**src/rtl/multi_tick_gen_pkg.sv**
```systemverilog
// Shared helpers for the multi-channel microsecond tick generator.
package multi_tick_gen_pkg;

   localparam int unsigned US_PER_S = 1_000_000;

   // Prescaler counter width; a one-state counter still needs one bit.
   function automatic int unsigned presc_w(input int unsigned mhz);
      return (mhz > 1) ? $clog2(mhz) : 1;
   endfunction

endpackage

```
**src/rtl/tick_prescaler.sv**
```systemverilog
// Divides CLK down to a registered one-cycle strobe every microsecond.
module tick_prescaler
   import multi_tick_gen_pkg::*;
#(
   parameter int unsigned CLOCK_SPEED_MHZ = 12
) (
   input  logic CLK,
   input  logic RST,
   output logic us_tick
);

   localparam int unsigned     CNT_W = presc_w(CLOCK_SPEED_MHZ);
   localparam logic [CNT_W-1:0] LAST = CNT_W'(CLOCK_SPEED_MHZ - 1);

   logic [CNT_W-1:0] count;

   always_ff @(posedge CLK or posedge RST) begin
      if (RST) begin
         count   <= '0;
         us_tick <= 1'b0;
      end else begin
         us_tick <= (count == LAST);
         count   <= (count == LAST) ? '0 : count + CNT_W'(1);
      end
   end

endmodule

```
**src/rtl/multi_tick_gen.sv**
```systemverilog
// N independent period timers sharing one microsecond timebase; each emits a
// square wave and a one-cycle event pulse.
module multi_tick_gen
   import multi_tick_gen_pkg::*;
#(
   parameter int unsigned CLOCK_SPEED_MHZ   = 12,
   parameter int unsigned CHANNELS          = 4,
   parameter int unsigned PERIOD_W          = 20,
   parameter int unsigned DEFAULT_PERIOD_US = 500000
) (
   input  logic                CLK,
   input  logic                RST,
   input  logic [CHANNELS-1:0] en,
   input  logic [CHANNELS-1:0] load,
   input  logic [PERIOD_W-1:0] period_in,
   output logic                us_tick,
   output logic [CHANNELS-1:0] sq_out,
   output logic [CHANNELS-1:0] pulse_out
);

   localparam logic [PERIOD_W-1:0] DEF_PERIOD = PERIOD_W'(DEFAULT_PERIOD_US);

   tick_prescaler #(
      .CLOCK_SPEED_MHZ(CLOCK_SPEED_MHZ)
   ) u_prescaler (
      .CLK    (CLK),
      .RST    (RST),
      .us_tick(us_tick)
   );

   for (genvar i = 0; i < CHANNELS; i++) begin : g_ch
      logic [PERIOD_W-1:0] period_reg;
      logic [PERIOD_W-1:0] count;
      logic                sq_r;
      logic                pulse_r;

      // Load beats disable beats idle beats counting; count never reaches period_reg.
      always_ff @(posedge CLK or posedge RST) begin
         if (RST) begin
            period_reg <= DEF_PERIOD;
            count      <= '0;
            sq_r       <= 1'b0;
            pulse_r    <= 1'b0;
         end else begin
            pulse_r <= 1'b0;
            if (load[i]) begin
               period_reg <= period_in;
               count      <= '0;
               sq_r       <= 1'b0;
            end else if (!en[i] || (period_reg == '0)) begin
               count <= '0;
               sq_r  <= 1'b0;
            end else if (us_tick) begin
               if (count == period_reg - PERIOD_W'(1)) begin
                  count   <= '0;
                  sq_r    <= ~sq_r;
                  pulse_r <= 1'b1;
               end else begin
                  count <= count + PERIOD_W'(1);
               end
            end
         end
      end

      assign sq_out[i]    = sq_r;
      assign pulse_out[i] = pulse_r;
   end

endmodule

```
**config.mk**
```make
export PLATFORM = sky130hd
export DESIGN_NAME = multi_tick_gen
export DESIGN_NICKNAME = d
export VERILOG_FILES = /design/src/rtl/multi_tick_gen_pkg.sv /design/src/rtl/tick_prescaler.sv /design/src/rtl/multi_tick_gen.sv
export SDC_FILE = /design/constraint.sdc
export NUM_CORES = 1
export LEC_CHECK = 0
export CELL_PAD_IN_SITES_DETAIL_PLACEMENT = 0
export CELL_PAD_IN_SITES_GLOBAL_PLACEMENT = 1
export CORE_MARGIN = 3
export CORE_UTILIZATION = 53
export DETAILED_ROUTE_END_ITERATION = 12
export PLACE_DENSITY_LB_ADDON = 0.05
export SYNTH_ARGS = -nofsm -noshare
export SYNTH_HDL_FRONTEND = slang
export SYNTH_SLANG_ARGS = --single-unit
```
**constraint.sdc**
```tcl
create_clock -name CLK -period 12.82 [get_ports CLK]
set_input_delay 2.564 -clock CLK [delete_from_list [all_inputs] [get_ports CLK]]
set_output_delay 2.564 -clock CLK [all_outputs]
set_load 0.01 [all_outputs]
```
==> impl_results.md <==
- Status: finished, final reports clean
- Post-Syn Area per Cell: roughly 9.5 µm²
- Hold path startpoint: u_prescaler.count[0]
- Num ports: 39
- Design area: ~12000 µm²
- Setup ws final: 7.98 ns
- Fin Clk Skew: about 0.014 ns
- Worst path arrival time: about 5.1 ns
- Fin crit share: between 30% and 40%
- Setup violators final: 0
- Largest net degree at the start of global routing: 94
- Vias per inst: roughly 6
- CTS resizes: 0
- Reg2reg start: g_ch[0].period_reg[0]
- Routed wire length: about 25000 µm
- Crit path kind: in2reg
- Diode count: 0
- All-Layer GR Usage: approximately a quarter
- Area delta synth->final: 10.3%
- Post-DP HPWL: approximately 18000 µm
- Max_cap viols: 0
- Layout cells sized above 1: 14.1%
- Pwr dens: between 100 and 150 nW/µm²
- Sequential area share after synthesis: 41.0%
- First-pass GRT wire length: around 42000 µm
- Worst endpoint required time: 13.11 ns
- CTS hold repair buffers: 0
- Max IR drop VDD: roughly 0.093 mV
- Cells along the critical path: clkdlybuf4s50_1 > inv_1 > o311ai_2 > buf_4 > o21ai_1 > nor4_1 > xnor2_1 > nor3_1
- Critical Path Fanout Max: 25
- Crit path largest cell delay: around 1.1 ns
- Reg-to-reg critical path endpoint: g_ch[0].count[10]
- Leakage: roughly 4.3 nW
- Num CTS Buffers: 17
- Final min period: 4.84 ns
- Worst path slowest cell: clkdlybuf4s50_1
- Buffer count from post-CTS setup fixing: 0
- Total gr overflow: 0
- Row Count: a little over 50
- Routed Antenna Nets: 0
- Maximum clock rate: 0.206 GHz
- Most common cell after layout, fill and taps aside: dfrtp_1
- Crit start category: input pin
- First drt pass iteration count: 6
- Synthesized area: between 10000 and 15000 µm²
- Worst reg2reg setup slack: around 9.0 ns
- CTS Root Cell: clkbuf_16
- Clk buf depth: 2
- Initial core utilization: between 50% and 60%
- Synthesized net count: roughly 1200
- Final count of hold timing violations: 0
- Hold path depth: 1
- Crit path max-delay family: buffers and inverters
- Total power: roughly 1.3 mW
- Final Net Count: roughly 1200
- Post-synth EDFFs: 0
- GPL Wtd Cong: roughly 0.86
- Die Y-Extent: between 100 and 150 µm
- Worst hold endpoint: u_prescaler.count[0]
- Max_slew headroom: between 20 and 30%
- I/O Buffers: 38
- Clk slew on worst S/H paths: 0.07 ns
- Worst-margin pin slew: 1.05 ns
- Max Slew Vio Count: 0
- HP Class: reg2reg
- Die width: around 150 µm
- Drt initial violations: slightly above 500
- Clk sinks: 173
- Area after DPL: between 10000 and 15000 µm²
- WP buf/inv: 3
- Worst path depth: 8
- Library cells used by synthesis: 77
- Post-synthesis register bit count: 173
- Clk Latency, worst-skew pair: ~0.44 ns
- Wire per inst: about 18 µm
- RSZ-0062 raised after global routing: no
- Number of global-route vias before repair: approximately 8000
- Most frequent cells in the layout: dfrtp_1, xnor2_1, nor3_1
- Finished Core Util: about three fifths
- Vias after detailed routing: ~8300
- Crit. End Element: flip-flop
- R2R depth: 9
- Synth Flop Type: dfrtp_1
- Initial antenna violation count: 0
- Synth Instances: roughly 1100
- Async set-or-reset flop fraction in the synthesized netlist: 100%
- Core area: about 20000 µm²
- Pre-CTS WS: approximately 7.5 ns
- CTS tree: built
- Synth warn: 0
- Setup TNS: 0 ns
- DRC violations left: 0
- Total die area: 21800 µm²
- H-tree depth: 4
[cells by family after synthesis]
| family | synth area share, % |
|---|---|
| AOI/OAI and AO/OA | 9.56 |
| and+or+nand+nor | 23.0 |
| xor gates and xnor gates | 13.4 |
| DFF | 41.0 |
| adders and majority gates | 1.06 |
| buffers and inverters | 4.15 |
| muxes | 7.87 |
[cell usage after synthesis, types with 6 or more instances]
master	number	area share, %
a21oi_1	17	0.80
nor2b_1	8	0.47
nand3b_1	7	0.49
buf_4	9	0.63
nor3_1	96	4.5
ha_1	9	1.1
a211oi_1	6	0.42
nand4_1	31	1.8
nor3b_1	7	0.49
dfrtp_1	145	34
nor2_1	78	2.8
or3_1	10	0.59
o21ai_0	28	1.3
o211ai_1	9	0.63
a31oi_1	8	0.47
or4_1	16	1.1
nand2b_1	10	0.59
nand2_1	75	2.6
clkbuf_1	49	1.7
nand3_1	33	1.6
o2111ai_1	9	0.74
and3_1	13	0.76
inv_1	40	1.4
xnor2_1	99	8.1
and4_1	7	0.58
nor4_1	36	2.1
mux2_2	68	7.2
dfstp_2	28	6.9
xor2_1	64	5.3
[per-stage QoR]
| step | hold slack, ns | instances |
|---|---|---|
| after global placement | 0.456 | 1360 |
| after global routing | 0.506 | 1392 |
| after detailed placement | 0.471 | 1360 |
| final | 0.476 | 1392 |
| after floorplan | 0.432 | 1115 |
| after CTS | 0.482 | 1392 |
[routing by layer]
layer | track usage (%) | share of wire, % | routed length [µm]
met3 | 3.65 | 4.1 | 1040
met2 | 38.2 | 47 | 12000
met1 | 33.9 | 47 | 12000
met4 | 6.01 | 1.2 | 314
met5 | 0 | 0 | 0
[final cells by class]
| cell class | count | area [µm²] |
|---|---|---|
| clock inverters | 15 | 160 |
| multi-input cells | 835 | 5860 |
| clock buffers | 17 | 425 |
| fillers | 1765 | 7850 |
| well taps | 265 | 332 |
| flip-flops and latches | 173 | 4360 |
| inverters | 41 | 159 |
| repair buffers | 46 | 440 |
[power by group]
group          total, mW  switching, mW  internal [mW]
Sequential         0.622         0.0435          0.578
Combinational      0.159         0.0848         0.0739
Clock              0.530          0.240          0.290
[worst max-delay path by stage]
stage,from,end
6_report,load[1],g_ch[1].count[11]
5_1_grt,load[3],g_ch[3].count[10]
4_1_cts,load[1],g_ch[1].count[19]
3_5_place_dp,load[1],g_ch[1].count[11]
3_3_place_gp,load[1],g_ch[1].count[19]
2_1_floorplan,RST,g_ch[0].count[0]
[worst register-to-register path, delay by kind of cell, from the launching register on]
kind                       cells  cell delay [ns]
buffers and inverters          1             0.11
adders and majority gates      1             0.29
and+or+nand+nor                5             1.86
AOI/OAI and AO/OA              2             0.95
DFF                            1             0.45
Power figures use the tool's default switching activity.
